## src/rtl/dp_pkg.sv

```systemverilog
// dp_pkg: ALU op codes, FSM states and latched control bundle for multicycle_datapath
package dp_pkg;
    localparam logic [3:0] ALU_AND = 4'b0000;
    localparam logic [3:0] ALU_OR  = 4'b0001;
    localparam logic [3:0] ALU_ADD = 4'b0010;
    localparam logic [3:0] ALU_SUB = 4'b0110;
    localparam logic [3:0] ALU_SLT = 4'b0111;
    localparam logic [3:0] ALU_NOR = 4'b1100;
    typedef enum logic [2:0] {S_IDLE, S_DECODE, S_EXEC, S_MEM, S_WB} state_t;
    typedef struct packed {
        logic       regwrite;
        logic       regdst;
        logic       extop;
        logic       alusrc;
        logic       memwrite;
        logic       mem2reg;
        logic [3:0] aluctrl;
    } ctrl_t;
endpackage

```

## src/rtl/dp_regfile.sv

```systemverilog
// dp_regfile: register file with two async read ports, a debug read port, one sync write port, r0 hardwired to 0
module dp_regfile #(
    parameter int DATA_W     = 32,
    parameter int REG_ADDR_W = 5
) (
    input  logic                  clk,
    input  logic                  rst,
    input  logic [REG_ADDR_W-1:0] raddr1,
    input  logic [REG_ADDR_W-1:0] raddr2,
    input  logic [REG_ADDR_W-1:0] dbg_raddr,
    output logic [DATA_W-1:0]     rdata1,
    output logic [DATA_W-1:0]     rdata2,
    output logic [DATA_W-1:0]     dbg_rdata,
    input  logic                  we,
    input  logic [REG_ADDR_W-1:0] waddr,
    input  logic [DATA_W-1:0]     wdata
);
    localparam int N = 2 ** REG_ADDR_W;
    logic [DATA_W-1:0] regs_q [N];
    logic [DATA_W-1:0] regs_d [N];
    always_comb begin
        regs_d = regs_q;
        if (we && waddr != '0) regs_d[waddr] = wdata;
    end
    always_ff @(posedge clk) begin
        for (int i = 0; i < N; i++) regs_q[i] <= rst ? '0 : regs_d[i];
    end
    assign rdata1    = raddr1 == '0 ? '0 : regs_q[raddr1];
    assign rdata2    = raddr2 == '0 ? '0 : regs_q[raddr2];
    assign dbg_rdata = dbg_raddr == '0 ? '0 : regs_q[dbg_raddr];
endmodule

```

## src/rtl/multicycle_datapath.sv

```systemverilog
// multicycle_datapath: DECODE/EXEC/MEM/WB MIPS datapath with req/ack data memory; optional DATAPATH_OVF_TRAP_EN
module multicycle_datapath
    import dp_pkg::*;
#(
    parameter int DATA_W     = 32,
    parameter int REG_ADDR_W = 5,
    parameter int MEM_ADDR_W = 10
) (
    input  logic                  clk,
    input  logic                  rst,
    input  logic                  inst_valid,
    output logic                  inst_ready,
    input  logic [31:0]           inst,
    input  logic                  regwrite,
    input  logic                  regdst,
    input  logic                  extop,
    input  logic                  alusrc,
    input  logic                  memwrite,
    input  logic                  mem2reg,
    input  logic [3:0]            aluctrl,
    output logic                  mem_req,
    output logic                  mem_we,
    output logic [MEM_ADDR_W-1:0] mem_addr,
    output logic [DATA_W-1:0]     mem_wdata,
    input  logic [DATA_W-1:0]     mem_rdata,
    input  logic                  mem_ack,
    output logic                  zero,
    output logic                  msb,
    output logic                  done,
    output logic                  ovf_trap,
    input  logic [REG_ADDR_W-1:0] dbg_raddr,
    output logic [DATA_W-1:0]     dbg_rdata
);
    localparam int M = DATA_W - 1;
    state_t            state_q, state_d;
    ctrl_t             ctrl_q, ctrl_d;
    logic [25:0]       inst_q, inst_d;
    logic [DATA_W-1:0] a_q, a_d, b_q, b_d, ext_q, ext_d, res_q, res_d, load_q, load_d;
    logic              zero_q, zero_d, msb_q, msb_d, ovf_q, ovf_d;
    logic              done_q, done_d, mem_req_q, mem_req_d, mem_we_q, mem_we_d, trap_q, trap_d;
    logic [DATA_W-1:0] rdata1, rdata2, op_b, sum, diff, alu_res;
    logic              ovf;
    logic              unused_inst;
    assign unused_inst = ^inst[31:26];
    dp_regfile #(.DATA_W(DATA_W), .REG_ADDR_W(REG_ADDR_W)) u_regfile (
        .clk      (clk),
        .rst      (rst),
        .raddr1   (inst_q[21 +: REG_ADDR_W]),
        .raddr2   (inst_q[16 +: REG_ADDR_W]),
        .dbg_raddr(dbg_raddr),
        .rdata1   (rdata1),
        .rdata2   (rdata2),
        .dbg_rdata(dbg_rdata),
        .we       (state_q == S_WB && ctrl_q.regwrite && !ovf_q),
        .waddr    (ctrl_q.regdst ? inst_q[11 +: REG_ADDR_W] : inst_q[16 +: REG_ADDR_W]),
        .wdata    (ctrl_q.mem2reg ? load_q : res_q)
    );
    assign op_b    = ctrl_q.alusrc ? ext_q : b_q;
    assign sum     = a_q + op_b;
    assign diff    = a_q - op_b;
    assign alu_res = ctrl_q.aluctrl == ALU_AND ? a_q & op_b :
                     ctrl_q.aluctrl == ALU_OR  ? a_q | op_b :
                     ctrl_q.aluctrl == ALU_ADD ? sum :
                     ctrl_q.aluctrl == ALU_SUB ? diff :
                     ctrl_q.aluctrl == ALU_SLT ? DATA_W'($signed(a_q) < $signed(op_b)) :
                     ctrl_q.aluctrl == ALU_NOR ? ~(a_q | op_b) : '0;
`ifdef DATAPATH_OVF_TRAP_EN
    assign ovf = ctrl_q.aluctrl == ALU_ADD ? a_q[M] == op_b[M] && sum[M] != a_q[M] :
                 ctrl_q.aluctrl == ALU_SUB ? a_q[M] != op_b[M] && diff[M] != a_q[M] : 1'b0;
`else
    assign ovf = 1'b0;
`endif
    always_comb begin
        state_d = state_q;
        ctrl_d  = ctrl_q;
        inst_d  = inst_q;
        a_d     = a_q;
        b_d     = b_q;
        ext_d   = ext_q;
        res_d   = res_q;
        load_d  = load_q;
        zero_d  = zero_q;
        msb_d   = msb_q;
        ovf_d   = ovf_q;
        case (state_q)
            S_IDLE: if (inst_valid) begin
                state_d = S_DECODE;
                inst_d  = inst[25:0];
                ctrl_d  = {regwrite, regdst, extop, alusrc, memwrite, mem2reg, aluctrl};
            end
            S_DECODE: begin
                state_d = S_EXEC;
                a_d     = rdata1;
                b_d     = rdata2;
                ext_d   = ctrl_q.extop ? DATA_W'($signed(inst_q[15:0])) : DATA_W'(inst_q[15:0]);
            end
            S_EXEC: begin
                state_d = ctrl_q.memwrite || ctrl_q.mem2reg ? S_MEM : S_WB;
                res_d   = alu_res;
                zero_d  = alu_res == '0;
                msb_d   = alu_res[M];
                ovf_d   = ovf;
            end
            S_MEM: if (mem_ack) begin
                state_d = S_WB;
                load_d  = mem_rdata;
            end
            default: state_d = S_IDLE;
        endcase
        mem_req_d = state_d == S_MEM;
        mem_we_d  = mem_req_d && ctrl_q.memwrite;
        done_d    = state_d == S_WB;
        trap_d    = done_d && ovf_d;
    end
    always_ff @(posedge clk) begin
        if (rst) begin
            state_q   <= S_IDLE;
            ctrl_q    <= '0;
            inst_q    <= '0;
            a_q       <= '0;
            b_q       <= '0;
            ext_q     <= '0;
            res_q     <= '0;
            load_q    <= '0;
            zero_q    <= 1'b0;
            msb_q     <= 1'b0;
            ovf_q     <= 1'b0;
            done_q    <= 1'b0;
            mem_req_q <= 1'b0;
            mem_we_q  <= 1'b0;
            trap_q    <= 1'b0;
        end else begin
            state_q   <= state_d;
            ctrl_q    <= ctrl_d;
            inst_q    <= inst_d;
            a_q       <= a_d;
            b_q       <= b_d;
            ext_q     <= ext_d;
            res_q     <= res_d;
            load_q    <= load_d;
            zero_q    <= zero_d;
            msb_q     <= msb_d;
            ovf_q     <= ovf_d;
            done_q    <= done_d;
            mem_req_q <= mem_req_d;
            mem_we_q  <= mem_we_d;
            trap_q    <= trap_d;
        end
    end
    assign inst_ready = state_q == S_IDLE;
    assign mem_req    = mem_req_q;
    assign mem_we     = mem_we_q;
    assign mem_addr   = res_q[MEM_ADDR_W+1:2];
    assign mem_wdata  = b_q;
    assign zero       = zero_q;
    assign msb        = msb_q;
    assign done       = done_q;
    assign ovf_trap   = trap_q;
endmodule

```

## config.mk

```make
export PLATFORM = sky130hd
export DESIGN_NAME = multicycle_datapath
export DESIGN_NICKNAME = d
export VERILOG_FILES = /design/src/rtl/dp_pkg.sv /design/src/rtl/dp_regfile.sv /design/src/rtl/multicycle_datapath.sv
export SDC_FILE = /design/constraint.sdc
export NUM_CORES = 2
export LEC_CHECK = 0
export CELL_PAD_IN_SITES_DETAIL_PLACEMENT = 1
export CELL_PAD_IN_SITES_GLOBAL_PLACEMENT = 1
export CORE_ASPECT_RATIO = 0.8
export CORE_MARGIN = 5
export CORE_UTILIZATION = 40
export CTS_BUF_LIST = sky130_fd_sc_hd__clkbuf_8 sky130_fd_sc_hd__clkbuf_16
export DETAILED_ROUTE_END_ITERATION = 10
export HOLD_SLACK_MARGIN = 0.15
export PLACE_DENSITY_LB_ADDON = 0.3
export RECOVER_POWER = 100
export SKIP_CTS_REPAIR_TIMING = 1
export SYNTH_ARGS = -nofsm -noshare
export SYNTH_HDL_FRONTEND = slang
export SYNTH_SLANG_ARGS = --single-unit
```

## constraint.sdc

```tcl
create_clock -name clk -period 12.39 [get_ports clk]
set_input_delay 1.8585 -clock clk [delete_from_list [all_inputs] [get_ports clk]]
set_output_delay 1.8585 -clock clk [all_outputs]
set_load 0.02 [all_outputs]
```

Word-level counts from Yosys, hierarchy flattened
Cells that the tools add are included.

Memories: 0. ROM bits: 0. Latch bits: 0. Word-level logic and storage cells: 126. Input bits: 83. Flip-flop bits (word level): 1230. RAM bits: 0.

Reduce and logical (&&, ||, !) cells: 17. Eq/ne operators: 11. $mul: 0. Mux-type cells: 30. Order comparisons: 6. Bitwise operators: 7. Divide/modulo/power cells: 0. Shift-type cells: 0. Add/subtract/negate cells: 2.

Operator list (number): 1024-bit bitwise mux (1); 32-bit 2-to-1 mux (19); 32-bit binary-select mux with 5-bit select (3); 32-bit demux with 5-bit select (1); 32-bit adder (1); 32-bit bitwise AND (1); 32-bit zero test (1); 32-bit < comparator (1); 32-bit inverter (1); 32-bit OR (1); 32-bit subtractor (1); 6-bit >= comparator (second input constant) (4); 5-bit inverter with 6-bit output (4); 5-bit zero test (3); 3-bit case mux with 4 select lines (1); 3-bit by 2-bit equality test with 1-bit output (second input constant) (3); 3-bit 2-to-1 mux (3); 4-bit by 3-bit equality test with 1-bit output (second input constant) (2); 3-bit equality test (second input constant) (2); 1-bit logical AND (6); 6-bit by 1-bit < comparator with 1-bit output (second input constant) (1); 5-bit 2-to-1 mux (1); 5-bit nonzero test (1); 4-bit by 1-bit equality test with 1-bit output (second input constant) (1); 9 further kinds (10).

Logic depth before layout (Yosys ltp)
Depth in word-level cells: 10. Depth in mapped cells: 19. Gate-level depth less buffers: 16.

By module
From an unflattened synthesis, not the netlist that was laid out.

Cells, all modules: 8479. Area total of the unflattened synthesis: 73101.4 sq um.

Modules (own cells, without submodules): dp_regfile (seq. area each 20499.7 sq um, area each 60088.9 sq um, cells an instance 6692, instances 1); multicycle_datapath (seq. area each 3803.6 sq um, area each 13012.5 sq um, cells an instance 1787, instances 1).

Worst setup path after synthesis
OpenSTA, ideal clock, no wires.

Path type: input -> output. Start point: input port dbg_raddr[0]. End point: output port dbg_rdata[10]. Required time: 10.531 ns. Stages: 7. Setup slack: 6.238 ns. Data arrival time: 4.294 ns. Cell sequence: clkbuf_1 > buf_1 > buf_1 > mux4_2 > mux4_2 > mux2i_1 > nor2_1.

Word-level cells in the longest chain between the ends: 5. Elaborated cells between the ends (all ways): 6. Classes of those cells: mux: 4; bitwise: 1; reduce/logical: 1.

RTL lines: start, declared (line multicycle_datapath.sv:31) `input logic [REG_ADDR_W-1:0] dbg_raddr,`; 5-bit inverter with 6-bit output (implied by the code) (line dp_regfile.sv:30) `assign dbg_rdata = dbg_raddr == '0 ? '0 : regs_q[dbg_raddr];`; 32-bit binary-select mux with 5-bit select (line dp_regfile.sv:30); 32-bit 2-to-1 mux (implied by the code) (2 in series) (line dp_regfile.sv:30); 32-bit 2-to-1 mux * (line dp_regfile.sv:30); end, declared (line multicycle_datapath.sv:32) `output logic [DATA_W-1:0] dbg_rdata`.

Mark *: on every way between the ends. The rest lies on a longest branch, timed or not. The select of a mux whose other input is x is not followed.

Worst setup path after layout
Start point: register inst_q[23]. End point: register a_q[28].

Word-level cells in the longest chain between the ends: 5. Elaborated cells between the ends (all ways): 6. Classes of those cells: mux: 4; bitwise: 1; reduce/logical: 1.

RTL lines: start, declared (line multicycle_datapath.sv:37) `logic [25:0] inst_q, inst_d;`; start signal, assigned (line multicycle_datapath.sv:135) `inst_q <= inst_d;`; 5-bit inverter with 6-bit output (implied by the code) (line dp_regfile.sv:28) `assign rdata1 = raddr1 == '0 ? '0 : regs_q[raddr1];`; 32-bit binary-select mux with 5-bit select (line dp_regfile.sv:28); 32-bit 2-to-1 mux (implied by the code) (2 in series) (line dp_regfile.sv:28); 32-bit 2-to-1 mux * (line dp_regfile.sv:28); end signal, assigned (line multicycle_datapath.sv:120) `a_q <= '0;`; end signal, assigned (line multicycle_datapath.sv:136) `a_q <= a_d;`; end, declared (line multicycle_datapath.sv:38) `logic [DATA_W-1:0] a_q, a_d, b_q, b_d, ext_q, ext_d, res_q, res_d, load_q, load_d;`.

Marks and branches as above. A chain may end at the register's enable or synchronous reset.

==> reports/qor.yml <==
sta:
  layout_setup_ws_ns: 2.24
  fin_crit_ns: 10.15
  drv_slew: 768
  whs_ns: 0.456
  relSlewSlack: -1.86
  worstMarginPinSlew_ns: 4.30
  rsz0062_at_grt: "no"
  setup_tns_ns: 0
  fin_skew_ns: 0.0375
  min_period_over_period: 0.819
  fmax_mhz: 98.5
  setup_viol: 0
  hold_viol: 0
global_routing:
  grt_pass1_vias: 59200
  track_usage: 0.308
  antenna_found_initial: 19
  grt_pass1_wl_um: 421000
  grt_overflow: 0
  grt_max_degree: 177
power:
  irDropWorstVdd_mv: 0.146
  power_frac_comb: 0.114
  leakage_nw: 24.1
  pwr-share-seq: 0.440
  p_sw_frac: 0.278
  internal_power_w: 0.00653
  switchingPower_w: 0.00251
  pwr-share-clk: 0.446
  power.density_nw_per_um2: 116
placement:
  portBuffers: 157
  hpwlAfterDp_um: 181000
  post_dp_cell_area_um2: 73500
  gp_congestion: 0.957
  pre_cts_ws_ns: 4.34
setup_path:
  cp-end-kind: "flip-flop"
  arrival_ns: 10.69
  slowest_delay_ns: 2.31
  path_class: "reg2reg"
  crit_top_cell: "clkbuf_1"
  critPathLaunchType: "flip-flop"
  cp_cell_sequence: "clkbuf_1 -> or3_1 -> o31ai_1 -> clkbuf_1 -> nor3_1 -> a21oi_1 -> nor2_1"
  path_delay_family: "buffers and inverters"
  crit_required_ns: 12.93
  critPathMaxFanout: 31
  worstPathBufferInverterCount: 2
  crit_slowest_cell: "o31ai_1"
clock_network:
  numCtsBuffers: 133
  cts_root_buf: "clkbuf_16"
  clk_pin_slew_ns: 0.06
  cts_sinks: 1214
  htreeDepth: 4
  clkLatencyLatePin_ns: 0.80
  clockBufferDepth: 3
  cts_tree: "yes"
layout:
  final_core_util: 0.446
  design_area_um2: 77800
  layout-drive-gt1-share: 0.210
  fin_nets: 6584
  area_delta_synth_final_pct: 10.9
logic_synthesis:
  synthXorXnorAreaFrac: 0.00400
  synth_warnings: 0
  synth_nets: 6908
  ys_seq_elements: 1214
  synth-seq-area-share: 0.347
  muxShareOfSynthArea: 0.316
  synthSimpleGateAreaFrac: 0.101
  synth-edff-count: 0
  synth_area_per_cell_um2: 10.4
  synthAdderAreaFrac: 0.0177
  async_flop_share: 0
  synth_top_family_by_area: "multiplexers"
  syn_area_um2: 70100
  synth_flop_cell: "dfxtp_1"
  synthCells: 6727
  ys_types: 88
  synth_compound_area_frac: 0.166
floorplan:
  start_util: 0.402
  die_area_um2: 184000
  io_pins: 164
  num_rows: 137
  die_h_um: 384
  core_um2: 174000
  die_x_um: 478
detailed_routing:
  via_per_inst: 6.78
  dr.pass1.iters: 6
  wire_per_inst_um: 33.0
  ant_nets: 0
  drtIter0Drc: 7258
  vias: 59700
  wirelength_um: 290000
  drc: 0
run_status:
  failed_checks: "capacitance limit, slew limit"
  status: "finished with violations"
min_path:
  hold_class: "reg2reg"
flow_run:
  cap_violations: 16
==> logic make-up after synthesis <==
family | Yosys count
buffers and inverters | 881
AO/OA/AOI/OAI | 1638
adder cells (fa/ha/maj) | 98
AND/OR/NAND/NOR | 1752
multiplexers | 1112
XOR/XNOR | 32
flip-flops | 1214
==> Yosys cell counts (12+ instances only) <==
cell type / n / area [um2]
o31ai_1: 17 / 128
dfxtp_1: 1214 / 24300
buf_1: 95 / 357
xnor2_1: 26 / 228
o221ai_1: 31 / 272
mux4_2: 880 / 19800
ha_1: 96 / 1200
clkbuf_1: 633 / 2380
nand4_1: 12 / 75.1
a211oi_1: 1044 / 7840
nand2b_1: 31 / 194
nand2_1: 274 / 1030
o21ai_0: 49 / 245
a22oi_1: 15 / 113
nor3_1: 42 / 210
nor2b_1: 46 / 288
buf_2: 19 / 95.1
inv_1: 116 / 435
o22ai_1: 29 / 181
nor2_1: 1276 / 4790
o211ai_1: 22 / 165
nand3_1: 19 / 95.1
a21oi_1: 278 / 1390
a221oi_1: 41 / 359
mux2_2: 31 / 349
mux2i_1: 201 / 2010
==> metal layers <==
layer,up-vias,share of wire,global-route usage
li1,25100,-,-
met1,30800,0.42,0.428
met2,3114,0.44,0.466
met3,682,0.10,0.0755
met4,18,0.041,0.116
met5,-,0.00040,0
==> worst paths after layout <==
| check | slack [ns] | start | cells past startpoint | endpoint |
|---|---|---|---|---|
| worst max-delay path | 2.24 | inst_q[23]$_SDFFE_PP0P_ | 7 | a_q[28]$_SDFFE_PP0P_ |
| worst min-delay path | 0.46 | inst_q[2]$_SDFFE_PP0P_ | 2 | ext_q[2]$_SDFFE_PP0P_ |
| worst max register to register | 2.24 | inst_q[23]$_SDFFE_PP0P_ | 7 | a_q[28]$_SDFFE_PP0P_ |
| worst min register to register | 0.46 | inst_q[2]$_SDFFE_PP0P_ | 2 | ext_q[2]$_SDFFE_PP0P_ |
==> final cells by class <==
class / instances / area (um2)
Antenna cell: 5 / 12.5
Clock buffer: 171 / 3870
Clock inverter: 69 / 482
Fill cell: 18600 / 96500
Inverter: 120 / 457
Multi-Input combinational cell: 4632 / 43100
Sequential cell: 1214 / 24300
Tap cell: 2293 / 2870
Timing Repair Buffer: 302 / 2700
==> registers in the layout, summed over array words and instances, names as in the netlist <==
signal	flops
mem_wdata	32
mem_req	1
load_q	32
res_q	32
mem_we	1
done	1
state_q	3
inst_q	26
ovf_q	1
ctrl_q	10
ovf_trap	1
u_regfile.regs_q	1024
a_q	32
zero	1
ext_q	17
==> through the flow <==
stage,total power (W),instances
global route,0.00929,8801
floorplan,0.00469,6727
detailed placement,0.00508,8561
global placement,0.00507,8561
finish,0.00904,8806
CTS,0.00908,8801
==> layout by cell type (no fill, tap or decap), types with 36 or more instances in the layout <==
cell / count
clkbuf_16: 135
dfxtp_1: 1207
nand2_1: 273
clkdlybuf4s50_1: 73
ha_1: 96
o21ai_0: 49
clkbuf_8: 36
buf_4: 132
a21oi_1: 278
dlygate4sd3_1: 78
mux4_2: 880
nor3_1: 40
inv_1: 145
a221oi_1: 39
nor2b_1: 44
a211oi_1: 1044
mux2i_1: 166
nor2_1: 1245
==> power groups by stage <==
stage	combinational [W]	sequential, W	clock [W]
after floorplan	0.000669	0.00402	0
after global placement	0.00100	0.00407	0
after CTS	0.00101	0.00398	0.00409
after global routing	0.00106	0.00398	0.00424
after detailed placement	0.00101	0.00407	0
final	0.00103	0.00398	0.00403
==> worst register-to-register path, delay by kind of cell (launching register included) <==
family	cells	cell delay [ns]
AO/OA/AOI/OAI	2	2.65
buffers and inverters	2	3.87
flip-flops	1	0.96
AND/OR/NAND/NOR	3	2.42
(Power assumes the default switching activity.)
